==> src/rtl/decimator4x_if.sv <==
`default_nettype none
// +----------------------------------------------------------------------+
// | Module   : decimator4x_if                                            |
// | Purpose  : Sample-stream bundle between the 192 kHz and 48 kHz sides  |
// | Revision : 1.0                                                        |
// +----------------------------------------------------------------------+
interface decimator4x_if;
  logic               clken4x;
  logic               clkenout;
  logic signed [17:0] xkin;
  logic signed [17:0] ykout;
  logic               ykvalid;
  logic               phaseerr;

  modport master (
    output clken4x,
    output clkenout,
    output xkin,
    input  ykout,
    input  ykvalid,
    input  phaseerr
  );

  modport slave (
    input  clken4x,
    input  clkenout,
    input  xkin,
    output ykout,
    output ykvalid,
    output phaseerr
  );
endinterface
`default_nettype wire

==> src/rtl/decimator4x.sv <==
`default_nettype none
// +----------------------------------------------------------------------+
// | Module   : decimator4x                                               |
// | Purpose  : 4:1 boxcar-average decimator, 18-bit signed, 4xFs -> Fs   |
// | Revision : 1.0                                                        |
// +----------------------------------------------------------------------+
module decimator4x (
  input  wire logic     clock,
  input  wire logic     reset,
  decimator4x_if.slave  bus
);

  localparam logic [2:0] c_WIN_LEN = 3'd4;
  localparam logic [2:0] c_CNT_MAX = 3'd7;

  logic signed [17:0] r_h0;
  logic signed [17:0] r_h1;
  logic signed [17:0] r_h2;
  logic signed [17:0] r_h3;
  logic signed [19:0] r_sum;
  logic signed [17:0] r_y;
  logic               r_valid;
  logic               r_err;
  logic               r_seen;
  logic [2:0]         r_cnt;

  logic signed [19:0] w_xk_ext;
  logic signed [19:0] w_h3_ext;
  logic signed [19:0] w_sum;
  logic signed [17:0] w_y;
  logic               w_misaligned;
  logic [2:0]         w_cnt_next;

  assign w_xk_ext = {{2{bus.xkin[17]}}, bus.xkin};
  assign w_h3_ext = {{2{r_h3[17]}}, r_h3};

  // Running sum of the history as it will stand after this edge's shift.
  always_comb begin
    w_sum = r_sum;
    if (bus.clken4x) begin
      w_sum = r_sum + w_xk_ext - w_h3_ext;
    end
  end

  // (s + 2) >>> 2 == floor(s / 4) + s[1]; the +1 can never overflow since
  // the sum only reaches 4*131071 with s[1] clear.
  assign w_y = w_sum[19:2] + {17'd0, w_sum[1]};

  assign w_misaligned = r_seen && (r_cnt != c_WIN_LEN);

  always_comb begin
    w_cnt_next = r_cnt;
    if (bus.clkenout) begin
      w_cnt_next = bus.clken4x ? 3'd1 : 3'd0;
    end else if (bus.clken4x && (r_cnt != c_CNT_MAX)) begin
      w_cnt_next = r_cnt + 3'd1;
    end
  end

  always_ff @(posedge clock) begin
    if (!reset) begin
      r_h0    <= '0;
      r_h1    <= '0;
      r_h2    <= '0;
      r_h3    <= '0;
      r_sum   <= '0;
      r_y     <= '0;
      r_valid <= 1'b0;
      r_err   <= 1'b0;
      r_seen  <= 1'b0;
      r_cnt   <= '0;
    end else begin
      if (bus.clken4x) begin
        r_h0 <= bus.xkin;
        r_h1 <= r_h0;
        r_h2 <= r_h1;
        r_h3 <= r_h2;
      end
      r_sum   <= w_sum;
      r_cnt   <= w_cnt_next;
      r_valid <= bus.clkenout;
      if (bus.clkenout) begin
        r_y    <= w_y;
        r_seen <= 1'b1;
        if (w_misaligned) begin
          r_err <= 1'b1;
        end
      end
    end
  end

  assign bus.ykout    = r_y;
  assign bus.ykvalid  = r_valid;
  assign bus.phaseerr = r_err;

endmodule
`default_nettype wire
==> src/flat_wrapper.sv <==
// flat-port wrapper written by rule: the top's interface ports become plain ports
module decimator4x_flat 
  (clock, reset, bus_clken4x, bus_clkenout, bus_xkin, bus_ykout, bus_ykvalid, bus_phaseerr);
  decimator4x_if bus_i ();
  input  wire logic clock;
  input  wire logic reset;
  input wire logic [$bits(bus_i.clken4x)-1:0] bus_clken4x;
  input wire logic [$bits(bus_i.clkenout)-1:0] bus_clkenout;
  input wire logic [$bits(bus_i.xkin)-1:0] bus_xkin;
  output wire logic [$bits(bus_i.ykout)-1:0] bus_ykout;
  output wire logic [$bits(bus_i.ykvalid)-1:0] bus_ykvalid;
  output wire logic [$bits(bus_i.phaseerr)-1:0] bus_phaseerr;
  assign bus_i.clken4x = bus_clken4x;
  assign bus_i.clkenout = bus_clkenout;
  assign bus_i.xkin = bus_xkin;
  assign bus_ykout = bus_i.ykout;
  assign bus_ykvalid = bus_i.ykvalid;
  assign bus_phaseerr = bus_i.phaseerr;
  decimator4x u_core (.clock(clock), .reset(reset), .bus(bus_i));
endmodule
==> config.mk <==
export PLATFORM = sky130hd
export DESIGN_NAME = decimator4x_flat
export DESIGN_NICKNAME = d
export VERILOG_FILES = /design/src/rtl/decimator4x_if.sv /design/src/rtl/decimator4x.sv /design/src/flat_wrapper.sv
export SDC_FILE = /design/constraint.sdc
export NUM_CORES = 1
export LEC_CHECK = 0
export CAP_MARGIN = 5
export CORE_MARGIN = 1.5
export CORE_UTILIZATION = 59
export CTS_CLUSTER_DIAMETER = 50
export DETAILED_ROUTE_END_ITERATION = 16
export GPL_TIMING_DRIVEN = 0
export MAX_ROUTING_LAYER = met4
export PLACE_DENSITY = 0.79
export SLEW_MARGIN = 20
export SYNTH_ARGS = -nofsm -noshare
export SYNTH_HDL_FRONTEND = slang
export SYNTH_SLANG_ARGS = --single-unit
export TNS_END_PERCENT = 100
==> constraint.sdc <==
create_clock -name clock -period 5.8 [get_ports clock]
set_input_delay 0.58 -clock clock [delete_from_list [all_inputs] [get_ports clock]]
set_output_delay 0.58 -clock clock [all_outputs]
set_load 0.05 [all_outputs]
### Word-level counts from Yosys, hierarchy flattened

Index checks and enable logic that the tools add are counted.

| cells by class | value |
|---|---|
| $add $sub $neg | 4 |
| equality and inequality tests | 2 |
| muxes and demuxes | 4 |
| reductions and logical operators | 4 |

Operators by type and width:

| cell | number |
|---|---|
| $add 20x18->20 | 1 |
| $mux 20 | 1 |
| $sub 20x18->20 | 1 |
| $add 18x1->18 | 1 |
| $mux 3 | 2 |
| $ne 3x3->1 const B | 2 |
| $add 3x1->3 const B | 1 |
| $logic_and 1x1->1 | 2 |
| $reduce_and 2->1 | 1 |
| $reduce_bool 2->1 | 1 |
| $mux 1 | 1 |

| word-level totals | value |
|---|---|
| register bits after elaboration | 116 |
| bits of input ports | 22 |
| output and inout port bits | 20 |
| logic and storage cells | 25 |

### Logic depth before layout (Yosys ltp)

| logic depth | value |
|---|---|
| depth after elaboration | 4 |
| gate-level depth with buffers | 16 |
| mapped depth without buffers | 15 |

### Worst setup path before layout

OpenSTA, ideal clock, no wires.

| path | value |
|---|---|
| path type | in2reg |
| start point | input port bus_xkin[1] |
| end point | register u_core.r_y[16] (netlist: u_core.bus.ykout[16]) |
| library setup time | 0.063 ns |
| arrival time | 4.213 ns |
| required time | 5.737 ns |
| setup slack | 1.525 ns |
| stages | 14 |
| buffers on the path | 0 |
| cell sequence | inv_1 -> fa_1 -> inv_1 -> fa_1 -> a21o_1 -> a221o_1 -> a21o_1 -> a311oi_2 -> o211ai_1 -> and4bb_2 -> nand3b_2 -> or4_1 -> or3_1 -> nand3_1 |

| on the way | value |
|---|---|
| word-level cells in the longest chain between the ends | 4 |

RTL lines:

| what | RTL line | RTL |
|---|---|---|
| from (decl) | flat_wrapper.sv:9 | `input wire logic [$bits(bus_i.xkin)-1:0] bus_xkin;` |
| $add 20x18->20 | decimator4x.sv:41 | `w_sum = r_sum + w_xk_ext - w_h3_ext;` |
| $sub 20x18->20 | decimator4x.sv:41 |  |
| $mux 20 | decimator4x.sv:40 | `if (bus.clken4x) begin` |
| $add 18x1->18 | decimator4x.sv:47 | `assign w_y = w_sum[19:2] + {17'd0, w_sum[1]};` |
| to (signal assigned) | decimator4x.sv:83 | `r_y <= w_y;` |
| to (decl) | decimator4x.sv:21 | `logic signed [17:0] r_y;` |

Every way passes these cells.
A chain may end at the register's enable or synchronous reset.

### Worst setup path after layout

| path | value |
|---|---|
| start point | input port bus_clken4x |
| end point | register u_core.r_y[16] (netlist: u_core.bus.ykout[16]) |

| on the way | value |
|---|---|
| word-level cells in the longest chain between the ends | 2 |

RTL lines:

| what | RTL line | RTL |
|---|---|---|
| from (decl) | flat_wrapper.sv:7 | `input wire logic [$bits(bus_i.clken4x)-1:0] bus_clken4x;` |
| $mux 20 | decimator4x.sv:40 |  |
| named net u_core.w_sum[2] | decimator4x.sv:29 | `logic signed [19:0] w_sum;` |
| $add 18x1->18 | decimator4x.sv:47 |  |

The timed path passes the listed nets, and every way through them passes these cells.

==> results.sh <==
export IMPL_clk_pin_slew_ns=0.06
export IMPL_drv_cap=0
export IMPL_status="finished clean"
export IMPL_critical_path_buf_inv_count=6
export IMPL_synth_flop_cell="dfxtp_1"
export IMPL_pre_cts_ws_ns=0.508
export IMPL_max_stage_delay_ns=0.59
export IMPL_ff2ff_setup_slack_ns=1.41
export IMPL_die_h_um=105
export IMPL_antenna_found_initial=0
export IMPL_hold_viol=0
export IMPL_die_area_um2=11100
export IMPL_cts_resized=0
export IMPL_ff_latch_area_um2=2320
export IMPL_holdCritPathClass="flip-flop to flip-flop"
export IMPL_core_um2=10200
export IMPL_required_ns=6.26
export IMPL_rsz0062_at_grt="false"
export IMPL_cp_start_kind="input pin"
export IMPL_postCtsHoldBufs=0
export IMPL_fill_cells=792
export IMPL_cp_top_family="buffers and inverters"
export IMPL_start_util_pct=60.3
export IMPL_comb_power_share_pct=45.2
export IMPL_grt_pass1_vias=5121
export IMPL_grt_pass1_wl_mm=24.4
export IMPL_setup_ws_ns=0.794
export IMPL_crit_top_cell="clkbuf_1"
export IMPL_io_pins=42
export IMPL_die_w_um=105
export IMPL_fmax_ghz=0.200
export IMPL_power_switching_mw=1.42
export IMPL_clk_path_buf_depth=2
export IMPL_fin_crit_sh_pct=86.3
export IMPL_powerDensity_nw_per_um2=495
export IMPL_drt_iter0_drc=361
export IMPL_cts_htree_levels=4
export IMPL_antenna_cells=0
export IMPL_synth_seq_area_share_pct=37.7
export IMPL_yosysUniqueCellTypes=50
export IMPL_async_flop_share_pct=0
export IMPL_cts_root_buffer="clkbuf_8"
export IMPL_vias=5031
export IMPL_cts_setup_buffers=0
export IMPL_wl_per_cell_um=16.6
export IMPL_multiInputGateArea_um2=3420
export IMPL_ant_nets=0
export IMPL_place_congestion=0.923
export IMPL_cts_tree="built"
export IMPL_setup_viol=0
export IMPL_leakagePower_nw=3.33
export IMPL_worstMarginPinSlew_ns=0.917
export IMPL_fin_skew_ns=0.00802
export IMPL_p_clk_share_pct=28.1
export IMPL_ir_drop_v=0.000383
export IMPL_relSlewSlack_pct=38.8
export IMPL_grtUsageTotal_pct=29.1
export IMPL_numPortBuffers=39
export IMPL_routed_wl_mm=14.8
export IMPL_crit_fanout=10
export IMPL_power_frac_seq_pct=26.8
export IMPL_synth_top_area_share_pct=37.7
export IMPL_drt_first_pass_iters=5
export IMPL_numCtsBuffers=17
export IMPL_yosys_warnings=0
export IMPL_crit_chain="clkbuf_1 > clkbuf_1 > buf_1 > clkbuf_1 > clkbuf_1 > nor2_1 > a21oi_1 > ha_1 > ha_1 > nand2_1 > or3_1 > clkbuf_1 > or4_1 > or3_1 > nand3_1"
export IMPL_synthTopCellsByArea="dfxtp_1, mux2i_1, nor2_1, fa_1, ha_1"
export IMPL_end_kind="flip-flop"
export IMPL_grt_max_degree=17
export IMPL_fin_cells=892
export IMPL_crit_path_top_delay_cell="clkbuf_1"
export IMPL_synthTopCellsByCount="nor2_1, dfxtp_1, mux2i_1, inv_1, ha_1"
export IMPL_arrival_ns=5.47
export IMPL_area_growth_pct=18.3
export IMPL_synth_most_common_cell="nor2_1"
export IMPL_tns_ns=0
export IMPL_final_layout_size_suffix_gt1_share_pct=4.63
export IMPL_rows=37
export IMPL_finalPower_mw=3.61
export IMPL_internal_power_mw=2.19
export IMPL_clk_latency_ns=0.52
export IMPL_dpl_cell_count=861
export IMPL_cts_sinks=116
export IMPL_drcViolationCount=0
export IMPL_synth_top_cell_by_area="dfxtp_1"
export IMPL_avgViaCountPerCell=5.64
export IMPL_synth_nets=753
export IMPL_swShare_pct=39.3
export IMPL_slew_violations=0
export IMPL_syn_area_um2=6170
export IMPL_path_class="input pin to flip-flop"
export IMPL_grt_overflow=0
export IMPL_period_needed_ns=5.01
export IMPL_place_hpwl_mm=10.8
export IMPL_syn_area_per_cell_um2=8.99
export IMPL_synth_edf_count=0
export IMPL_final_nets=811
export IMPL_ys_ff_latch=116
export IMPL_syn_instance_count=686
-- final cells by class --
cell class	instances	share of cell area (%)
plain buffers	31	1.63
clock buffers	20	5.97
clock inverters	11	1.85
inverters	80	4.12
multi-input cells	459	46.9
flip-flops and latches	116	31.8
well taps	136	2.33
repair buffers	39	5.35
-- worst register-to-register path, cell delays in order (launching register included) --
cell and delay [ns]:
dfxtp_1 0.39, inv_1 0.08, fa_1 0.50, inv_1 0.04
ha_1 0.29, buf_2 0.17, and2_1 0.20, a221oi_1 0.63
nand3_1 0.15, mux2i_1 0.23, o21ai_0 0.12, and4bb_2 0.34
nand3b_2 0.13, or4_1 0.59, or3_1 0.38, nand3_1 0.09
-- layout by cell type, fill, tap and decap left out, types with 3 or more instances in the layout --
cell | synthesis | layout
or3_1 | 8 | 8
bufinv_16 | 0 | 3
nand2b_1 | 7 | 7
ha_1 | 26 | 26
dfxtp_1 | 116 | 116
and2_1 | 13 | 13
or4_1 | 4 | 4
a221oi_1 | 3 | 3
clkinv_2 | 0 | 6
nand2_1 | 21 | 21
a211oi_1 | 8 | 8
xor2_1 | 10 | 10
clkbuf_1 | 22 | 24
nand3_1 | 15 | 15
clkbuf_16 | 0 | 16
o21ai_0 | 14 | 14
mux2i_1 | 96 | 96
o211ai_1 | 3 | 3
clkdlybuf4s50_1 | 0 | 39
xnor2_1 | 14 | 14
buf_1 | 7 | 7
inv_1 | 80 | 80
a21o_1 | 11 | 11
a31oi_1 | 3 | 3
a21oi_1 | 22 | 22
nand3b_1 | 4 | 4
nor3_1 | 3 | 3
nor2_1 | 119 | 119
and3_1 | 3 | 3
fa_1 | 19 | 19
-- state kept, by name (all words and copies together) (netlist names) --
name / count
u_core.r_cnt: 3
u_core.r_seen: 1
u_core.r_sum: 20
u_core.bus.ykvalid: 1
u_core.bus.ykout: 18
u_core.r_h3: 18
u_core.r_h1: 18
u_core.r_h0: 18
u_core.r_h2: 18
u_core.bus.phaseerr: 1
-- kinds of logic after synthesis --
| kind of cell | share of synthesized area (%) |
|---|---|
| AOI/OAI and AO/OA | 9.58 |
| DFF | 37.7 |
| buffers and inverters | 6.80 |
| xor gates and xnor gates | 3.41 |
| and+or+nand+nor | 15.5 |
| muxes | 15.6 |
| adders and majority gates | 11.4 |
-- path summary, 6_finish.rpt --
kind	cells after the start	endpoint	from
worst max-delay path	15	u_core.bus.ykout[16]$_SDFFE_PN0P_	bus_clken4x
worst min-delay path	2	u_core.bus.ykout[4]$_SDFFE_PN0P_	u_core.bus.ykout[4]$_SDFFE_PN0P_
worst max register to register	15	u_core.bus.ykout[16]$_SDFFE_PN0P_	u_core.r_sum[8]$_SDFF_PN0_
worst min register to register	2	u_core.bus.ykout[4]$_SDFFE_PN0P_	u_core.bus.ykout[4]$_SDFFE_PN0P_
-- routing by layer --
metal / GRT usage (%) / share of wire, % / up-vias
met2: 49.0 / 50 / 160
met5: - / 0 / -
li1: - / - / 2412
met1: 34.2 / 43 / 2434
met3: 6.56 / 5.3 / 25
met4: 10.5 / 1.7 / 0
-- through the flow --
stage | util [%] | hold WS [ns] | area, um2
5_1_grt | 71.3 | 0.501 | 7300
3_3_place_gp | 65.7 | 0.454 | 6730
4_1_cts | 71.3 | 0.454 | 7300
6_report | 71.3 | 0.468 | 7300
3_5_place_dp | 65.7 | 0.464 | 6730
2_1_floorplan | - | 0.435 | 6170
-- power by group through the flow --
stage | Clock (mW) | Combinational (mW) | Sequential, mW
after floorplan | 0 | 1.08 | 1.11
after global placement | 0 | 1.54 | 0.980
after detailed placement | 0 | 1.58 | 0.983
after CTS | 1.03 | 1.61 | 0.967
after global routing | 1.06 | 1.78 | 0.979
final | 1.01 | 1.63 | 0.968
Note: power is estimated with default switching activity, not from simulation.
